$ cat config.mk
export PLATFORM = sky130hd
export DESIGN_NAME = rv_multicycle_ctrl
export DESIGN_NICKNAME = d
export VERILOG_FILES = /design/src/rtl/rv_multicycle_ctrl.sv
export SDC_FILE = /design/constraint.sdc
export NUM_CORES = 1
export LEC_CHECK = 0
export CORE_ASPECT_RATIO = 1.4
export CORE_MARGIN = 4
export CORE_UTILIZATION = 30
export CTS_CLUSTER_DIAMETER = 80
export CTS_CLUSTER_SIZE = 20
export DETAILED_ROUTE_END_ITERATION = 10
export PLACE_DENSITY = 0.54
export SETUP_SLACK_MARGIN = 0.2
export SYNTH_ARGS = -nofsm -noshare
export SYNTH_HDL_FRONTEND = slang
export SYNTH_SLANG_ARGS = --single-unit
$ cat constraint.sdc
create_clock -name clk -period 3.8 [get_ports clk]
set_clock_uncertainty 0.2 [all_clocks]
set_input_delay 0.76 -clock clk [delete_from_list [all_inputs] [get_ports clk]]
set_output_delay 0.76 -clock clk [all_outputs]
set_load 0.03 [all_outputs]
$ cat src/rtl/rv_multicycle_ctrl.sv
// Multi-cycle control FSM for the RV32I core: fetch, decode, execute, memory, writeback.
// Build macro RV_CTRL_SYSTEM_EN: opcode 1110011 halts the core instead of trapping as illegal.
module rv_multicycle_ctrl #(
    parameter int TIMEOUT_CYCLES = 255
) (
    input  logic       clk,
    input  logic       rst_n,
    input  logic [6:0] opcode,
    input  logic [2:0] funct3,
    input  logic       funct7_5,
    input  logic       instr_20,
    input  logic       br_taken,
    input  logic       imem_ack,
    input  logic       dmem_ack,
    output logic       imem_req,
    output logic       dmem_req,
    output logic       dmem_we,
    output logic       ir_we,
    output logic       pc_we,
    output logic [1:0] pc_sel,
    output logic       rf_we,
    output logic [1:0] wb_sel,
    output logic       alu_a_sel,
    output logic       alu_b_sel,
    output logic [2:0] alu_fn,
    output logic       alu_alt,
    output logic       illegal,
    output logic       fault,
    output logic       halted,
    output logic [2:0] state_o
);
    localparam int TW = $clog2(TIMEOUT_CYCLES + 1);

    localparam logic [2:0] ST_BOOT   = 3'd0;
    localparam logic [2:0] ST_FETCH  = 3'd1;
    localparam logic [2:0] ST_DECODE = 3'd2;
    localparam logic [2:0] ST_EXEC   = 3'd3;
    localparam logic [2:0] ST_MEM    = 3'd4;
    localparam logic [2:0] ST_WB     = 3'd5;
    localparam logic [2:0] ST_TRAP   = 3'd6;
    localparam logic [2:0] ST_HALT   = 3'd7;

    localparam logic [6:0] OP_R      = 7'b0110011;
    localparam logic [6:0] OP_IMM    = 7'b0010011;
    localparam logic [6:0] OP_LOAD   = 7'b0000011;
    localparam logic [6:0] OP_STORE  = 7'b0100011;
    localparam logic [6:0] OP_LUI    = 7'b0110111;
    localparam logic [6:0] OP_AUIPC  = 7'b0010111;
    localparam logic [6:0] OP_JAL    = 7'b1101111;
    localparam logic [6:0] OP_JALR   = 7'b1100111;
    localparam logic [6:0] OP_BRANCH = 7'b1100011;

    localparam logic [3:0] CL_R       = 4'd0;
    localparam logic [3:0] CL_IMM     = 4'd1;
    localparam logic [3:0] CL_LOAD    = 4'd2;
    localparam logic [3:0] CL_STORE   = 4'd3;
    localparam logic [3:0] CL_LUI     = 4'd4;
    localparam logic [3:0] CL_AUIPC   = 4'd5;
    localparam logic [3:0] CL_JAL     = 4'd6;
    localparam logic [3:0] CL_JALR    = 4'd7;
    localparam logic [3:0] CL_BRANCH  = 4'd8;
    localparam logic [3:0] CL_ILLEGAL = 4'd10;
`ifdef RV_CTRL_SYSTEM_EN
    localparam logic [6:0] OP_SYSTEM  = 7'b1110011;
    localparam logic [3:0] CL_SYSTEM  = 4'd9;
`endif

    function automatic logic [3:0] classify(input logic [6:0] op);
        logic [3:0] cl;
        case (op)
            OP_R:      cl = CL_R;
            OP_IMM:    cl = CL_IMM;
            OP_LOAD:   cl = CL_LOAD;
            OP_STORE:  cl = CL_STORE;
            OP_LUI:    cl = CL_LUI;
            OP_AUIPC:  cl = CL_AUIPC;
            OP_JAL:    cl = CL_JAL;
            OP_JALR:   cl = CL_JALR;
            OP_BRANCH: cl = CL_BRANCH;
`ifdef RV_CTRL_SYSTEM_EN
            OP_SYSTEM: cl = CL_SYSTEM;
`endif
            default:   cl = CL_ILLEGAL;
        endcase
        return cl;
    endfunction

    logic [2:0]    state_r;
    logic [2:0]    state_nxt_s;
    logic [3:0]    class_r;
    logic [3:0]    decoded_cl_s;
    logic [TW-1:0] wait_cnt_r;
    logic          timeout_s;
    logic          mem_timeout_s;
    logic          illegal_r;
    logic          fault_r;
    logic          unused_instr20_s;

    // ECALL vs EBREAK only matters to an external trace; the sequencing treats them alike.
    assign unused_instr20_s = instr_20;
    assign decoded_cl_s     = classify(opcode);
    assign timeout_s        = (wait_cnt_r == TW'(TIMEOUT_CYCLES - 1));
    assign mem_timeout_s    = timeout_s &&
                              (((state_r == ST_FETCH) && !imem_ack) ||
                               ((state_r == ST_MEM) && !dmem_ack));

    // Next-state selection
    always_comb begin
        state_nxt_s = state_r;
        case (state_r)
            ST_BOOT:   state_nxt_s = ST_FETCH;
            ST_FETCH:  state_nxt_s = imem_ack ? ST_DECODE : (timeout_s ? ST_TRAP : ST_FETCH);
            ST_DECODE: begin
                case (decoded_cl_s)
                    CL_ILLEGAL: state_nxt_s = ST_TRAP;
`ifdef RV_CTRL_SYSTEM_EN
                    CL_SYSTEM:  state_nxt_s = ST_HALT;
`endif
                    default:    state_nxt_s = ST_EXEC;
                endcase
            end
            ST_EXEC: begin
                case (class_r)
                    CL_LOAD, CL_STORE:          state_nxt_s = ST_MEM;
                    CL_JAL, CL_JALR, CL_BRANCH: state_nxt_s = ST_FETCH;
                    default:                    state_nxt_s = ST_WB;
                endcase
            end
            ST_MEM: begin
                if (dmem_ack) begin
                    state_nxt_s = (class_r == CL_STORE) ? ST_FETCH : ST_WB;
                end else begin
                    state_nxt_s = timeout_s ? ST_TRAP : ST_MEM;
                end
            end
            ST_WB:            state_nxt_s = ST_FETCH;
            ST_TRAP, ST_HALT: state_nxt_s = state_r;
            default:          state_nxt_s = ST_TRAP;
        endcase
    end

    // State, latched instruction class and ack wait counter
    always_ff @(posedge clk or negedge rst_n) begin
        if (!rst_n) begin
            state_r    <= ST_BOOT;
            class_r    <= CL_R;
            wait_cnt_r <= '0;
        end else begin
            state_r <= state_nxt_s;
            if (state_r == ST_DECODE) begin
                class_r <= decoded_cl_s;
            end
            if (state_nxt_s != state_r) begin
                wait_cnt_r <= '0;
            end else if ((state_r == ST_FETCH) || (state_r == ST_MEM)) begin
                wait_cnt_r <= wait_cnt_r + TW'(1);
            end
        end
    end

    // Sticky status flags, cleared only by reset
    always_ff @(posedge clk or negedge rst_n) begin
        if (!rst_n) begin
            illegal_r <= 1'b0;
            fault_r   <= 1'b0;
        end else begin
            if ((state_r == ST_DECODE) && (decoded_cl_s == CL_ILLEGAL)) begin
                illegal_r <= 1'b1;
            end
            if (mem_timeout_s) begin
                fault_r <= 1'b1;
            end
        end
    end

`ifdef RV_CTRL_SYSTEM_EN
    logic halted_r;

    // Halt flag for ECALL/EBREAK
    always_ff @(posedge clk or negedge rst_n) begin
        if (!rst_n) begin
            halted_r <= 1'b0;
        end else if ((state_r == ST_DECODE) && (decoded_cl_s == CL_SYSTEM)) begin
            halted_r <= 1'b1;
        end
    end
    assign halted = halted_r;
`else
    assign halted = 1'b0;
`endif

    assign illegal = illegal_r;
    assign fault   = fault_r;
    assign state_o = state_r;

    // Datapath controls decoded from the current state; acks and br_taken act within the cycle
    always_comb begin
        imem_req  = 1'b0;
        dmem_req  = 1'b0;
        dmem_we   = 1'b0;
        ir_we     = 1'b0;
        pc_we     = 1'b0;
        pc_sel    = 2'd0;
        rf_we     = 1'b0;
        wb_sel    = 2'd0;
        alu_a_sel = 1'b0;
        alu_b_sel = 1'b0;
        alu_fn    = 3'd0;
        alu_alt   = 1'b0;
        case (state_r)
            ST_FETCH: begin
                imem_req = 1'b1;
                ir_we    = imem_ack;
            end
            ST_EXEC: begin
                case (class_r)
                    CL_R: begin
                        alu_fn  = funct3;
                        alu_alt = funct7_5;
                    end
                    CL_IMM: begin
                        alu_b_sel = 1'b1;
                        alu_fn    = funct3;
                        alu_alt   = (funct3 == 3'b101) ? funct7_5 : 1'b0;
                    end
                    CL_LOAD, CL_STORE: alu_b_sel = 1'b1;
                    CL_AUIPC: begin
                        alu_a_sel = 1'b1;
                        alu_b_sel = 1'b1;
                    end
                    CL_JAL: begin
                        rf_we  = 1'b1;
                        wb_sel = 2'd2;
                        pc_we  = 1'b1;
                        pc_sel = 2'd1;
                    end
                    CL_JALR: begin
                        alu_b_sel = 1'b1;
                        rf_we     = 1'b1;
                        wb_sel    = 2'd2;
                        pc_we     = 1'b1;
                        pc_sel    = 2'd2;
                    end
                    CL_BRANCH: begin
                        pc_we  = 1'b1;
                        pc_sel = br_taken ? 2'd1 : 2'd0;
                    end
                    default: alu_fn = 3'd0;
                endcase
            end
            ST_MEM: begin
                dmem_req = 1'b1;
                dmem_we  = (class_r == CL_STORE);
                pc_we    = dmem_ack && (class_r == CL_STORE);
            end
            ST_WB: begin
                rf_we  = 1'b1;
                pc_we  = 1'b1;
                wb_sel = (class_r == CL_LOAD) ? 2'd1 : ((class_r == CL_LUI) ? 2'd3 : 2'd0);
            end
            default: imem_req = 1'b0;
        endcase
    end
endmodule

Word level (Yosys, flattened, before mapping)
Cells that the tools add are included.
{ "op_classes": {"n_reduce_logical": 19, "n_mux": 35, "add_sub_neg": 1, "n_eq_ne": 28} }
{ "ops": {"columns": ["operator", "count"], "rows": [
  ["4-bit case mux with 9 select lines", 1],
  ["7-bit by 6-bit equality test with 1-bit output, second input constant", 3],
  ["7-bit equality test, second input constant", 3],
  ["3-bit two-way mux", 7],
  ["3-bit case mux with 6 select lines", 1],
  ["4-bit by 3-bit equality test with 1-bit output, second input constant", 4],
  ["8-bit two-way mux", 2],
  ["3-bit equality test, second input constant", 5],
  ["7-bit by 5-bit equality test with 1-bit output, second input constant", 2],
  ["1-bit two-way mux", 13],
  ["2-bit two-way mux", 5],
  ["2-bit OR reduction", 5],
  ["8-bit by 1-bit adder with 8-bit output, second input constant", 1],
  ["4-bit by 2-bit equality test with 1-bit output, second input constant", 2],
  ["4-bit equality test, second input constant", 2],
  ["8-bit equality test, second input constant", 1],
  ["7-bit by 2-bit equality test with 1-bit output, second input constant", 1],
  ["3-bit by 2-bit equality test with 1-bit output, second input constant", 2],
  ["2-bit case mux with 3 select lines", 1],
  ["3-bit case mux with 2 select lines", 1],
  ["1-bit logical AND", 5],
  ["5-bit OR reduction", 1],
  ["4-bit by 1-bit equality test with 1-bit output, second input constant", 1],
  ["4-bit logical NOT", 1],
  ["10 further kinds", 13]
]} }
{ "word_totals": {"wordCells": 88, "ff_bits": 17, "input_bits": 17, "output_inout_bits": 22} }

Depth between registers and ports, before layout
Gate-level depths: netlist of run 1.
{ "depth": {"depth_word": 7, "mapped_depth": 7, "depth_no_buf": 6} }

Worst setup path before layout of run 1
Ideal clock, no wire load.
{ "synth_path": {"path_kind": "reg-to-output", "start": "register state_r[2], in the netlist state_o[2]", "end": "output port wb_sel[1]", "path_stages_with_launch": 5, "slack_ps": 675, "required_ps": 2840, "arrival_ps": 2165, "n_path_buf": 1, "path_cell_list": "dfrtp_1 -> buf_2 -> nor2b_1 -> a22oi_1 -> nor4b_1"} }
{ "synth_between": {"elab_chain_cells": 2, "elab_cells_between_ends": 3, "cone_classes": "eq/ne (2); mux (1)"} }
{ "synth_lines": {"columns": ["element", "line", "rtl"], "rows": [
  ["start, declared", "88", "logic [2:0] state_r;"],
  ["start signal, assigned", "149", "state_r <= state_nxt_s;"],
  ["3-bit equality test or 3-bit by 2-bit equality test with 1-bit output (tied branches)", "210", "case (state_r)"],
  ["2-bit case mux with 2 select lines *", "210", null],
  ["end, declared", "22", "output logic [1:0] wb_sel,"]
]} }
Mark *: on every way between the ends. The rest lies on a longest branch, timed or not.

Worst setup path after layout of run 1
{ "layout_path": {"start": "register state_r[1], in the netlist state_o[1]", "end": "output port wb_sel[1]"} }
Same word-level chain as after synthesis.

==> impl_metrics.toml, run 1 <==
[sta]
tightest_slew_ns = 1.00
fmax_ghz = 0.297
drv_slew = 0
relSlewSlack_pct = 32.2
fin_crit_ns = 3.37
hold_violations = 0
finalSetupViolCount = 0
rsz0062_at_grt = "false"
fin_tns_setup_ns = 0
fin_crit_sh_pct = 88.7

[yosys]
synth.avg_cell_area_um2 = 7.90
synth_nets = 188
ys_seq_area_share_pct = 31.9
synth-main-ff-cell = "dfrtp_1"
synth_cell_types = 45
ys_ff_latch = 17
netlist_area_mm2 = 0.00134
synth_cells = 169
async_reset_ff_share_pct = 100
synth_edf_count = 0
synth-warning-count = 0

[clock_network]
clockBufferDepth = 2
path_clk_slew_ns = 0.07
cts.sinks = 17
numCtsBuffers = 3
cts_tree = "yes"
h-tree-depth = 1
clk_latency_ns = 0.25
holdBufCountCts = 0
post_cts_buffers = 0
clockRootBuffer = "clkbuf_8"

[worst_setup_path]
crit_arrival_ns = 2.41
required_ns = 2.84
start_kind = "flip-flop"
end_kind = "primary output"
critPathMaxFanout = 17
crit_type = "reg -> out"

[detailed_routing]
drt_iter0_drc = 74
via_per_inst = 5.10
drc_errors = 0
vias = 1322
ant_nets = 0
wire_per_inst_um = 14.2
wl_um = 3690
drt-pass1-iter-count = 4

[floorplan]
rows = 28
die_w_um = 64.4
initial_core_util_pct = 31.2
floorplan.die.height_um = 86.9
dieArea_mm2 = 0.00560
io_pins = 39
core_mm2 = 0.00427

[power_and_ir_drop]
pwr-share-seq_pct = 29.0
p_sw_w = 0.000567
powerDensity_mw_per_mm2 = 631
power_frac_clock_pct = 12.0
vdd_drop_max_v = 0.000246
internal-power_w = 0.000560
switching_share_pct = 50.3
power.static_leakage_nw = 0.690
pwr-share-comb_pct = 59.0

[grt]
overflow = 0
grt_start_max_net_pins = 20
grt_pass1_wl_um = 6440
antenna_found_initial = 0
grt_pass1_vias = 1407
grt_util_all_layers_pct = 14.2

[placement]
io_buffers = 36
finalWeightedCongestion = 0.826
place_hpwl_um = 2850
place_area_mm2 = 0.00173

[finish]
final_common_cell = "clkdlybuf4s50_1"
final_cell_mix = "clkdlybuf4s50_1 (35), nor2_1 (17), nand2_1 (17), dfrtp_1 (17), o21ai_0 (11)"
final_nets = 219
antenna_cells = 0
fillerInstances = 473
layout-drive-gt1-share_pct = 4.02
syn_to_final_growth_pct = 33.7
final_area_mm2 = 0.00179

[min_path]
min_path_type = "reg -> reg"

[run_status]
outcome = "complete, no violations"

[run]
maxCapViolCount = 0
[worst max-delay path, cell delays in order, from the launching register on]
cell	delay, ns
dfrtp_1	0.67
nor2b_1	0.34
a22oi_1	0.14
nor4b_1	0.29
clkdlybuf4s50_1	0.73
[flip-flops by register name, indices dropped and copies added, names as in the netlist]
register and flops:
state_o 3, wait_cnt_r 8, class_r 4, illegal 1
fault 1
[final cells by class]
type | instances | area, um2 | share of cell area (%)
Clock buffer | 4 | 45.0 | 2.52
Tap cell | 60 | 75.1 | 4.20
Timing Repair Buffer | 37 | 370 | 20.7
Inverter | 6 | 22.5 | 1.26
Sequential cell | 17 | 425 | 23.8
Multi-Input combinational cell | 135 | 847 | 47.4
[Yosys cell counts, types with 4 or more instances]
cell type / n / area, um2
dfrtp_1: 17 / 425
nand2_1: 17 / 63.8
nor2_1: 17 / 63.8
o21ai_0: 11 / 55.1
a211oi_1: 9 / 67.6
xnor2_1: 9 / 78.8
clkbuf_1: 7 / 26.3
nand2b_1: 7 / 43.8
inv_1: 6 / 22.5
nor3_1: 6 / 30.0
nor2b_1: 5 / 31.3
a21o_1: 4 / 30.0
and2_1: 4 / 25.0
[final timing paths]
kind,slack [ns],start,to,cells after the start
worst min-delay path,0.26,illegal$_DFFE_PN0P_,illegal$_DFFE_PN0P_,1
max in group asynchronous,2.11,rst_n,wait_cnt_r[2]$_DFFE_PN0P_,1
worst max-delay path,0.43,state_o[1]$_DFF_PN0_,wb_sel[1],4
worst max register to register,1.39,state_o[1]$_DFF_PN0_,wait_cnt_r[0]$_DFFE_PN0P_,4
worst min register to register,0.26,illegal$_DFFE_PN0P_,illegal$_DFFE_PN0P_,1
min in group asynchronous,0.78,rst_n,wait_cnt_r[1]$_DFFE_PN0P_,1
[routing by layer]
| layer | vias to the layer above | part of all wire [%] | routed length, um | GRT usage, % |
|---|---|---|---|---|
| met3 | 8 | 4.2 | 155 | 3.10 |
| met5 | - | 0 | 0 | 0 |
| met4 | 0 | 1.9 | 70 | 4.42 |
| met2 | 32 | 53 | 1960 | 26.3 |
| met1 | 614 | 41 | 1510 | 15.9 |
| li1 | 668 | - | - | - |
[through the flow]
step	instances	utilization (%)	worst slack (ns)	hold slack (ns)	power, W
floorplan	169	-	0.675	0.264	0.000773
global placement	255	40.5	0.457	0.242	0.000985
detailed placement	255	40.5	0.471	0.247	0.000992
CTS	259	41.5	0.271	0.261	0.00113
global route	259	41.8	0.242	0.289	0.00122
finish	259	41.8	0.429	0.262	0.00113
[kinds of logic (layout without fill, tap and decap cells)]
| logic type | Yosys count | count (layout) | share of synthesized area, % |
|---|---|---|---|
| AOI/OAI and AO/OA | 44 | 44 | 22.8 |
| xor gates and xnor gates | 10 | 10 | 6.56 |
| adders and majority gates | 2 | 2 | 1.87 |
| buffers and inverters | 17 | 47 | 5.34 |
| DFF | 17 | 17 | 31.9 |
| muxes | 1 | 1 | 0.750 |
| other | 1 | 1 | 0.281 |
| and+or+nand+nor | 77 | 77 | 30.6 |
[power groups by stage]
stage,combinational [W],sequential [W],clock (W)
2_1_floorplan,0.000482,0.000291,0
3_3_place_gp,0.000660,0.000325,0
3_5_place_dp,0.000665,0.000327,0
4_1_cts,0.000668,0.000323,0.000140
5_1_grt,0.000735,0.000339,0.000150
6_report,0.000665,0.000326,0.000136
[timing repair]
item | in CTS | in global routing
resized for setup | 0 | 3
endpoints found under the setup margin | 0 | 5
hold endpoints to repair | 0 | 0
Note: power is estimated with default switching activity, not from simulation.
==> run 2, diff against run 1 <==
- CORE_UTILIZATION: 30 -> 51
- PLACE_DENSITY: 0.54 -> 0.84
==> run 2 against run 1 <==
Die area shrank 37%. Sequential share of layout area grew 0.69 points. Clock-buffer cell count shrank 1. Via count grew 3.6%. Power shrank 3.4%. Non-clock buffer count is the same. Worst hold slack gained 0.013 ns. Maximum frequency shrank 0.62%.
==> impl_metrics.toml, run 2 (synthesized netlist as in run 1, its figures left out) <==
[clock_network]
clockBufferDepth = 2
holdBufCountCts = 0
numCtsBuffers = 3
post_cts_resized = 1
post_cts_buffers = 0
cts_tree = "yes"
clk_latency_ns = 0.31
cts.sinks = 17
path_clk_slew_ns = 0.11
clockRootBuffer = "clkbuf_4"
h-tree-depth = 1

[detailed_routing]
drc_errors = 0
vias = 1370
wl_um = 3490
drt-pass1-iter-count = 4
via_per_inst = 5.88
ant_nets = 0
drt_iter0_drc = 34
wire_per_inst_um = 15.0

[grt]
antenna_found_initial = 0
grt_pass1_wl_um = 5620
grt_util_all_layers_pct = 21.2
grt_start_max_net_pins = 20
overflow = 0
grt_pass1_vias = 1276

[power_and_ir_drop]
vdd_drop_max_v = 0.000421
pwr-share-seq_pct = 29.7
internal-power_w = 0.000524
powerDensity_mw_per_mm2 = 627
switching_share_pct = 51.8
power_frac_clock_pct = 9.5
power.static_leakage_nw = 0.685
pwr-share-comb_pct = 60.9
p_sw_w = 0.000564

[finish]
fillerInstances = 192
final_area_mm2 = 0.00174
layout-drive-gt1-share_pct = 4.52
syn_to_final_growth_pct = 30.0
fin_cells = 233
antenna_cells = 0
final_cell_mix = "clkdlybuf4s50_1 (35), nor2_1 (17), nand2_1 (17), dfrtp_1 (17), o21ai_0 (11)"
final_nets = 219
regMostFlops = "wait_cnt_r"
final_common_cell = "clkdlybuf4s50_1"
largest_reg_flops = 8

[placement]
place_hpwl_um = 2740
place_area_mm2 = 0.00170
place_ws_ns = 0.497
io_buffers = 36
dp_cells = 229
finalWeightedCongestion = 0.812

[worst_setup_path]
crit_type = "reg -> out"
path_delay_family = "simple AND/OR/NAND/NOR gates"
required_ns = 2.84
cp_num_buf_inv = 1
crit_path_cell_trace = "nor2b_2, nand2_1, nor4_2, and3_1, clkdlybuf4s50_1"
crit_arrival_ns = 2.43
start_kind = "flip-flop"
cp_slowest_cell = "clkdlybuf4s50_1"
critPathMaxStageDelay_ns = 0.67
end_kind = "primary output"
critPathMaxFanout = 13

[sta]
fin_crit_ns = 3.39
fin_crit_sh_pct = 89.3
rsz0062_at_grt = "false"
fin_tns_setup_ns = 0
finalSetupViolCount = 0
tightest_slew_ns = 0.937
fin_ws_ns = 0.408
hold_violations = 0
fmax_ghz = 0.295
relSlewSlack_pct = 36.5
drv_slew = 0

[run]
maxCapViolCount = 0

[min_path]
min_path_type = "reg -> reg"

[run_status]
outcome = "complete, no violations"

[floorplan]
initial_core_util_pct = 54.6
io_pins = 39
dieArea_mm2 = 0.00351
floorplan.die.height_um = 68.5
core_mm2 = 0.00244
rows = 21
die_w_um = 51.2
==> run 2: changes by cell type in the layout (fill, tap and decap cells not counted), sizes merged <==
cell    change
clkbuf      -1
clkinv      +1
==> run 2: through the flow <==
step / hold slack (ns) / util, % / power [W]
after floorplan: 0.264 / - / 0.000773
after global placement: 0.243 / 69.4 / 0.000963
after detailed placement: 0.256 / 69.4 / 0.000979
after CTS: 0.281 / 70.8 / 0.00109
after global routing: 0.296 / 71.0 / 0.00117
final: 0.274 / 71.0 / 0.00109
==> run 2: metal layers <==
metal / track usage (%) / wire (um) / vias to the layer above / share of wire [%]
li1: - / - / 676 / -
met1: 23.3 / 1360 / 644 / 39
met2: 42.3 / 1910 / 48 / 55
met3: 2.80 / 193 / 2 / 5.5
met4: 5.57 / 29 / 0 / 0.83
met5: 0 / 0 / - / 0
==> run 2: cell type report <==
class	instances	area, um2	share of cell area, %
Clock inverter	1	5.00	0.288
Inverter	6	22.5	1.30
Sequential cell	17	425	24.5
Tap cell	34	42.5	2.45
Clock buffer	3	22.5	1.30
Multi-Input combinational cell	135	847	48.8
Timing Repair Buffer	37	370	21.3
==> run 2: power groups by stage <==
stage / logic (W) / registers (W) / clock network, W
2_1_floorplan: 0.000482 / 0.000291 / 0
3_3_place_gp: 0.000643 / 0.000320 / 0
3_5_place_dp: 0.000657 / 0.000322 / 0
4_1_cts: 0.000660 / 0.000321 / 0.000106
5_1_grt: 0.000715 / 0.000338 / 0.000117
6_report: 0.000663 / 0.000323 / 0.000103
==> run 2: final timing paths <==
kind,cells after the start,start,slack (ns),to
min,1,fault$_DFFE_PN0P_,0.27,fault$_DFFE_PN0P_
max reg2reg,4,state_o[1]$_DFF_PN0_,1.41,wait_cnt_r[4]$_DFFE_PN0P_
max in group asynchronous,1,rst_n,2.21,illegal$_DFFE_PN0P_
min in group asynchronous,1,rst_n,0.69,state_o[1]$_DFF_PN0_
max,5,state_o[2]$_DFF_PN0_,0.41,alu_alt
min reg2reg,1,fault$_DFFE_PN0P_,0.27,fault$_DFFE_PN0P_
==> run 3, diff against run 2 <==
- SLEW_MARGIN: default -> 20
==> results of run 3 <==
Final layout, timing and power as in run 2 (identical DEF).
